File: src/rtl/addsub_arbiter_if.sv
// Requester and shared adder/subtractor bundle for addsub_arbiter.
// The slave modport is the arbiter; the master modport is the requester/adder side.
interface addsub_arbiter_if #(
    parameter int NREQ = 4,
    parameter int W    = 8
);
    logic [NREQ-1:0]   req_i;
    logic [NREQ-1:0]   mode_i;
    logic [NREQ*W-1:0] a_i;
    logic [NREQ*W-1:0] b_i;
    logic [NREQ-1:0]   ready_o;
    logic [W-1:0]      res_o;
    logic              as_add_o;
    logic [W-1:0]      as_a_o;
    logic [W-1:0]      as_b_o;
    logic [W-1:0]      as_res_i;
    logic              busy_o;

    modport slave (
        input  req_i, mode_i, a_i, b_i, as_res_i,
        output ready_o, res_o, as_add_o, as_a_o, as_b_o, busy_o
    );

    modport master (
        output req_i, mode_i, a_i, b_i, as_res_i,
        input  ready_o, res_o, as_add_o, as_a_o, as_b_o, busy_o
    );
endinterface

File: src/rtl/addsub_arbiter.sv
// Registered scheduler granting the shared adder/subtractor to one of NREQ requesters,
// one operation per three cycles, with round-robin or fixed-priority selection.
module addsub_arbiter #(
    parameter int NREQ = 4,
    parameter int W    = 8,
    parameter int RR   = 1
) (
    input  logic              clk_i,
    input  logic              rst_n,
    addsub_arbiter_if.slave   bus
);
    localparam int PW = (NREQ > 1) ? $clog2(NREQ) : 1;

    typedef enum logic [1:0] {
        IDLE  = 2'd0,
        ISSUE = 2'd1,
        RESP  = 2'd2
    } state_t;

    state_t          state_reg, state_next;
    logic [PW-1:0]   ptr_reg;
    logic [PW-1:0]   g_reg;
    logic [PW-1:0]   ptr_next;
    logic            op_add_reg;
    logic [W-1:0]    op_a_reg;
    logic [W-1:0]    op_b_reg;
    logic [W-1:0]    res_reg;
    logic [NREQ-1:0] ready_reg;

    logic [PW-1:0]   grant_idx;
    logic            grant_vld;
    logic [W-1:0]    a_arr    [NREQ];
    logic [W-1:0]    b_arr    [NREQ];
    logic [PW-1:0]   cand_idx [NREQ];

    // cand_idx[i] is the requester examined i-th; earlier candidates win.
    generate
        for (genvar gi = 0; gi < NREQ; gi++) begin : g_req
            assign a_arr[gi] = bus.a_i[gi*W +: W];
            assign b_arr[gi] = bus.b_i[gi*W +: W];
            if (RR != 0) begin : g_rr
                logic [PW:0] rot;
                assign rot = {1'b0, ptr_reg} + (PW+1)'(gi);
                assign cand_idx[gi] = (rot >= (PW+1)'(NREQ)) ? PW'(rot - (PW+1)'(NREQ))
                                                             : rot[PW-1:0];
            end else begin : g_fp
                assign cand_idx[gi] = PW'(gi);
            end
        end
    endgenerate

    always_comb begin
        grant_idx = '0;
        grant_vld = 1'b0;
        for (int i = NREQ - 1; i >= 0; i--) begin
            if (bus.req_i[cand_idx[i]]) begin
                grant_idx = cand_idx[i];
                grant_vld = 1'b1;
            end
        end
    end

    assign ptr_next = (g_reg == PW'(NREQ - 1)) ? '0 : g_reg + PW'(1);

    always_comb begin
        state_next = state_reg;
        case (state_reg)
            IDLE:    if (grant_vld) state_next = ISSUE;
            ISSUE:   state_next = RESP;
            RESP:    state_next = IDLE;
            default: state_next = IDLE;
        endcase
    end

    always_ff @(posedge clk_i or negedge rst_n) begin
        if (!rst_n) begin
            state_reg  <= IDLE;
            ptr_reg    <= '0;
            g_reg      <= '0;
            op_add_reg <= 1'b0;
            op_a_reg   <= '0;
            op_b_reg   <= '0;
            res_reg    <= '0;
            ready_reg  <= '0;
        end else begin
            state_reg <= state_next;
            ready_reg <= '0;
            case (state_reg)
                IDLE: begin
                    if (grant_vld) begin
                        g_reg      <= grant_idx;
                        op_add_reg <= bus.mode_i[grant_idx];
                        op_a_reg   <= a_arr[grant_idx];
                        op_b_reg   <= b_arr[grant_idx];
                    end
                end
                ISSUE: begin
                    // Result and pulse are registered together so both are valid in RESP.
                    res_reg   <= bus.as_res_i;
                    ready_reg <= NREQ'(1) << g_reg;
                end
                RESP: begin
                    ptr_reg <= ptr_next;
                end
                default: ;
            endcase
        end
    end

    assign bus.ready_o  = ready_reg;
    assign bus.res_o    = res_reg;
    assign bus.as_add_o = op_add_reg;
    assign bus.as_a_o   = op_a_reg;
    assign bus.as_b_o   = op_b_reg;
    assign bus.busy_o   = (state_reg != IDLE);
endmodule

File: src/flat_wrapper.sv
// flat-port wrapper written by rule: the top's interface ports become plain ports
module addsub_arbiter_flat 
#(
    parameter int NREQ = 4,
    parameter int W    = 8,
    parameter int RR   = 1
)
  (clk_i, rst_n, bus_req_i, bus_mode_i, bus_a_i, bus_b_i, bus_as_res_i, bus_ready_o, bus_res_o, bus_as_add_o, bus_as_a_o, bus_as_b_o, bus_busy_o);
  addsub_arbiter_if #(.NREQ(NREQ), .W(W)) bus_i ();
  input  logic clk_i;
  input  logic rst_n;
  input wire logic [$bits(bus_i.req_i)-1:0] bus_req_i;
  input wire logic [$bits(bus_i.mode_i)-1:0] bus_mode_i;
  input wire logic [$bits(bus_i.a_i)-1:0] bus_a_i;
  input wire logic [$bits(bus_i.b_i)-1:0] bus_b_i;
  input wire logic [$bits(bus_i.as_res_i)-1:0] bus_as_res_i;
  output wire logic [$bits(bus_i.ready_o)-1:0] bus_ready_o;
  output wire logic [$bits(bus_i.res_o)-1:0] bus_res_o;
  output wire logic [$bits(bus_i.as_add_o)-1:0] bus_as_add_o;
  output wire logic [$bits(bus_i.as_a_o)-1:0] bus_as_a_o;
  output wire logic [$bits(bus_i.as_b_o)-1:0] bus_as_b_o;
  output wire logic [$bits(bus_i.busy_o)-1:0] bus_busy_o;
  assign bus_i.req_i = bus_req_i;
  assign bus_i.mode_i = bus_mode_i;
  assign bus_i.a_i = bus_a_i;
  assign bus_i.b_i = bus_b_i;
  assign bus_i.as_res_i = bus_as_res_i;
  assign bus_ready_o = bus_i.ready_o;
  assign bus_res_o = bus_i.res_o;
  assign bus_as_add_o = bus_i.as_add_o;
  assign bus_as_a_o = bus_i.as_a_o;
  assign bus_as_b_o = bus_i.as_b_o;
  assign bus_busy_o = bus_i.busy_o;
  addsub_arbiter #(.NREQ(NREQ), .W(W), .RR(RR)) u_core (.clk_i(clk_i), .rst_n(rst_n), .bus(bus_i));
endmodule
File: config.mk
export PLATFORM = sky130hd
export DESIGN_NAME = addsub_arbiter_flat
export DESIGN_NICKNAME = d
export VERILOG_FILES = /design/src/rtl/addsub_arbiter_if.sv /design/src/rtl/addsub_arbiter.sv /design/src/flat_wrapper.sv
export SDC_FILE = /design/constraint.sdc
export NUM_CORES = 1
export LEC_CHECK = 0
export BUFFER_PORTS_ARGS = -buffer_cell sky130_fd_sc_hd__buf_2
export CAP_MARGIN = 10
export CORE_MARGIN = 2
export CORE_UTILIZATION = 43
export DETAILED_ROUTE_END_ITERATION = 8
export PLACE_DENSITY = 0.9
export SLEW_MARGIN = 10
export SYNTH_ARGS = -nofsm -noshare
export SYNTH_HDL_FRONTEND = slang
export SYNTH_SLANG_ARGS = --single-unit
File: constraint.sdc
create_clock -name clk_i -period 1.9 [get_ports clk_i]
set_input_delay 0 -clock clk_i [delete_from_list [all_inputs] [get_ports clk_i]]
set_output_delay 0 -clock clk_i [all_outputs]
set_load 0.1 [all_outputs]
==> impl_metrics.tcl, run 1 <==
set metrics [dict create \
    first_iter_violations 91 \
    vias 1730 \
    antenna_found_initial 0 \
    crit_arrival_ps 1970 \
    placed_area_mm2 0.00248 \
    synth.distinct_cells 28 \
    status "finished, final reports clean" \
    drive_gt1_share_pct 51.6 \
    top_usage_layer "met2" \
    syn_area_per_cell_um2 12.1 \
    crit_path_max_fanout 9 \
    hold_path.class "input port to flip-flop" \
    yosysSeqAreaShare_pct 47.0 \
    grt-ovfl-total 0 \
    startpoint_type "flip-flop" \
    cts_buffers 5 \
    fmax_mhz 546 \
    place_congestion 0.812 \
    dp.cells 313 \
    hold_viol_final 0 \
    cts_buffer_depth 2 \
    globalRouteMet2Util_pct 35.2 \
    dpl.hpwl_um 3460 \
    max_cap_viol_count 0 \
    final_cells 339 \
    grt_pass1_vias 1780 \
    yosysWarnings 0 \
    synthSimpleGateAreaFrac_pct 7.32 \
    core_area_mm2 0.00409 \
    syn_inst 154 \
    grt_max_degree 36 \
    portBuffers 111 \
    syn_area_mm2 0.00186 \
    synth_nets 240 \
    fin_skew_ps 5.81 \
    area_growth_pct 50.7 \
    drc 0 \
    fin_area_mm2 0.00281 \
    crit_type "flip-flop to flip-flop" \
    synthMuxAreaShare_pct 24.5 \
    start_util_pct 45.6 \
    end_kind "flip-flop" \
    die_h_um 69.8 \
    slew_viol_final 0 \
    required_ps 2040 \
    cts.sinks 35 \
    path_clk_slew_ps 80 \
    grt_use_met3_pct 5.52 \
    drtAntennaViolNets 0 \
    rows 23 \
    layout_commonest_cell "buf_2" \
    fp.dieW_um 69.8 \
    first_pass_iters 4 \
    slew_headroom_pct 48.4 \
    tightest_slew_ps 774 \
    pre_cts_ws_ps 57.5 \
    synthAdderAreaFrac_pct 2.68 \
    period_share_pct 96.4 \
    num_io_pins 112 \
    yosys.area_share.xor_xnor_pct 0 \
    htree_num_levels 2 \
    synth_top_flop_cell "dfrtp_1" \
    fin_crit_ps 1830 \
    grt_usage_pct 20.3 \
    synth_compound_area_share_pct 12.5 \
    synth_edf_count 0 \
    ctsRootBufferMaster "clkbuf_8" \
    grt_pass1_wl_um 7910 \
    synth_top_family_by_area "multiplexers" \
    final_cell_mix "buf_2, dfrtp_1, mux2i_1, nand2_1, o221ai_1" \
    setup_viol 0 \
    synth-seq-cells 35 \
    grt_setup_unrepaired "true" \
    synth-async-reset-ratio_pct 100 \
    avgRoutedWirePerCell_um 14.5 \
    grt_use_met1_pct 23.9 \
    setup_ws_ps 68.8 \
    fin_nets 374 \
    routed_wl_um 4910 \
    via_per_inst 5.10 \
    insertion_delay_ps 280 \
    diodes 0 \
    cts_tree "yes" \
    dieArea_mm2 0.00488 \
]
critical path, cell delays in order (launching register included):
cell	delay, ps
dfrtp_2	450
mux2_4	320
o221ai_4	260
buf_4	180
buf_12	130
mux2i_2	200
o221ai_1	140
timing repair:
item / 4_1_cts / 5_1_grt
hold buffers: 11 / 0
endpoints found under the setup margin: 0 / 18
resized for setup: 0 / 3
buffers inserted: 0 / 6
hold endpoints to repair: 44 / 0
layout make-up:
type / instances / area (um2)
Fill cell: 329 / 1280
Inverter: 5 / 18.8
Clock buffer: 5 / 68.8
Tap cell: 50 / 62.6
Sequential cell: 35 / 877
Timing Repair Buffer: 136 / 813
Multi-Input combinational cell: 105 / 902
Clock inverter: 3 / 67.6
cells in the mapped netlist, drive strengths merged (2+ instances only):
cell type	count	area, um2
dfrtp	35	876
mux2i	34	340
nand2	19	71.3
o221ai	18	170
mux2	10	116
buf	8	90.1
inv	5	18.8
and2	4	25.0
ha	4	50.1
o21ai	3	15.0
a21oi	2	10.0
or2	2	12.5
final timing paths:
kind	from	end	slack, ps	depth (start not counted)
worst min register to register	u_core.bus.as_a_o[0]	u_core.bus.as_a_o[0]	490	2
min in group asynchronous	rst_n	u_core.bus.as_add_o	320	2
worst max register to register	u_core.ptr_reg[1]	u_core.bus.as_b_o[4]	70	6
worst min-delay path	bus_b_i[10]	u_core.bus.as_b_o[2]	30	3
worst max-delay path	u_core.ptr_reg[1]	u_core.bus.as_b_o[4]	70	6
max in group asynchronous	rst_n	u_core.ptr_reg[1]	1050	2
kinds of logic (layout without fill, tap and decap cells):
| group | after synthesis | count (layout) |
|---|---|---|
| multiplexers | 44 | 44 |
| adder cells (fa/ha/maj) | 4 | 4 |
| buffers and inverters | 14 | 149 |
| flip-flops | 35 | 35 |
| AND/OR/NAND/NOR | 29 | 29 |
| AO/OA/AOI/OAI | 28 | 28 |
metrics by stage:
stage	utilization [%]	setup TNS, ps	hold slack [ps]
global route	68.8	-217	39.9
finish	68.8	0	28.9
detailed placement	60.6	0	117
floorplan	-	0	-296
global placement	60.6	0	114
CTS	66.7	0	24.9
routing by layer:
metal  up-vias  share of wire (%)
li1        836                  -
met1       813                 40
met2        75                 51
met3         6                7.0
met4         0                1.5
met5         -                  0
Power of run 1 is left out: the tool's default activity adds up to more than one toggle a clock period on the data nets, which glitch-free logic cannot reach.
==> run 2, diff against run 1 <==
SETUP_SLACK_MARGIN = 0.5   (was default)
==> impl_metrics.tcl, run 2 (same netlist as run 1, synthesis figures left out) <==
set metrics [dict create \
    vias 1794 \
    first_pass_iters 4 \
    hold_path.class "input port to flip-flop" \
    r2r_cells 6 \
    place_congestion 0.717 \
    status "finished, final reports clean" \
    grt_usage_pct 22.0 \
    num_io_pins 112 \
    grt_setup_unrepaired "true" \
    routed_wl_um 5190 \
    startpoint_type "flip-flop" \
    dpl.hpwl_um 3500 \
    fmax_mhz 563 \
    ff2ff_setup_slack_ps 120 \
    slew_viol_final 0 \
    max_cap_viol_count 0 \
    drc 0 \
    cts_tree "yes" \
    required_ps 2040 \
    antenna_found_initial 0 \
    die_h_um 69.8 \
    end_kind "flip-flop" \
    via_per_inst 5.23 \
    slew_headroom_pct 48.1 \
    rows 23 \
    avgRoutedWirePerCell_um 15.1 \
    dieArea_mm2 0.00488 \
    worstHoldStart "bus_b_i[7]" \
    timing.rr.end "u_core.bus.as_a_o[5]" \
    fin_crit_ps 1780 \
    cts.sinks 35 \
    drive_gt1_share_pct 55.6 \
    fin_skew_ps 7.30 \
    grt_pass1_vias 1845 \
    crit_type "flip-flop to flip-flop" \
    core_area_mm2 0.00409 \
    htree_num_levels 2 \
    crit_path_max_fanout 6 \
    insertion_delay_ps 280 \
    hold_end "u_core.bus.as_b_o[7]" \
    drtAntennaViolNets 0 \
    fin_nets 378 \
    tightest_slew_ps 779 \
    crit_arrival_ps 1920 \
    diodes 0 \
    start_util_pct 45.6 \
    ctsRootBufferMaster "clkbuf_8" \
    period_share_pct 93.6 \
    cts_buffer_depth 2 \
    setup_viol 0 \
    first_iter_violations 87 \
    portBuffers 111 \
    grt-ovfl-total 0 \
    cts_buffers 5 \
    r2r_start "u_core.ptr_reg[1]" \
    grt_pass1_wl_um 8590 \
    hold_viol_final 0 \
    whs_path_depth 3 \
    path_clk_slew_ps 80 \
    fp.dieW_um 69.8 \
    area_growth_pct 58.5 \
    final_cell_mix "buf_2, dfrtp_1, mux2i_1, nand2_1, o221ai_1" \
    grt_max_degree 36 \
    fin_setup_tns_ps 0 \
    layout_commonest_cell "buf_2" \
]
run 2: through the flow:
stage	cell area [um2]	util, %	setup slack, ps	hold slack, ps	cells
after floorplan	1900	-	247	-296	154
after global placement	2490	60.9	125	122	312
after detailed placement	2490	60.9	64.7	129	312
after CTS	2870	70.1	110	1.88	339
after global routing	2960	72.3	19.9	31.9	343
final	2960	72.3	122	5.02	343
run 2: final cells by class:
| cell class | instances | area [um2] |
|---|---|---|
| well taps | 50 | 62.6 |
| flip-flops and latches | 35 | 878 |
| clock inverters | 2 | 16.3 |
| clock buffers | 6 | 82.6 |
| inverters | 5 | 21.3 |
| fillers | 295 | 1130 |
| multi-input cells | 106 | 981 |
| repair buffers | 139 | 913 |
run 2: what timing repair did:
action	4_1_cts	5_1_grt
gates resized for setup	12	9
cloned	3	1
hold endpoints to repair	44	0
pin swaps	10	8
setup buffers	6	3
hold buffers	10	0
setup endpoints to repair	19	19
run 2: layer usage:
metal | vias to the layer above | routed length (um) | global-route usage [%]
met3 | 5 | 327 | 4.80
met1 | 859 | 2180 | 26.9
met2 | 81 | 2630 | 39.4
met5 | - | 0 | 0
met4 | 0 | 46 | 5.13
li1 | 849 | - | -
run 2: worst max path at each step:
stage | start | end
2_1_floorplan | u_core.ptr_reg[1] | u_core.bus.as_a_o[0]
3_3_place_gp | u_core.ptr_reg[1] | u_core.bus.as_a_o[0]
3_5_place_dp | u_core.ptr_reg[1] | u_core.bus.as_a_o[4]
4_1_cts | u_core.ptr_reg[1] | u_core.bus.as_a_o[1]
5_1_grt | u_core.ptr_reg[1] | u_core.bus.as_b_o[1]
6_report | u_core.ptr_reg[1] | u_core.bus.as_a_o[5]
run 2: critical path: stages (launching register included):
cell      delay, ps
dfrtp_2         440
mux2_4          320
o221ai_4        250
buf_6           170
buf_12          120
mux2i_1         200
o221ai_1        140
Power of run 2 is left out for the same reason.
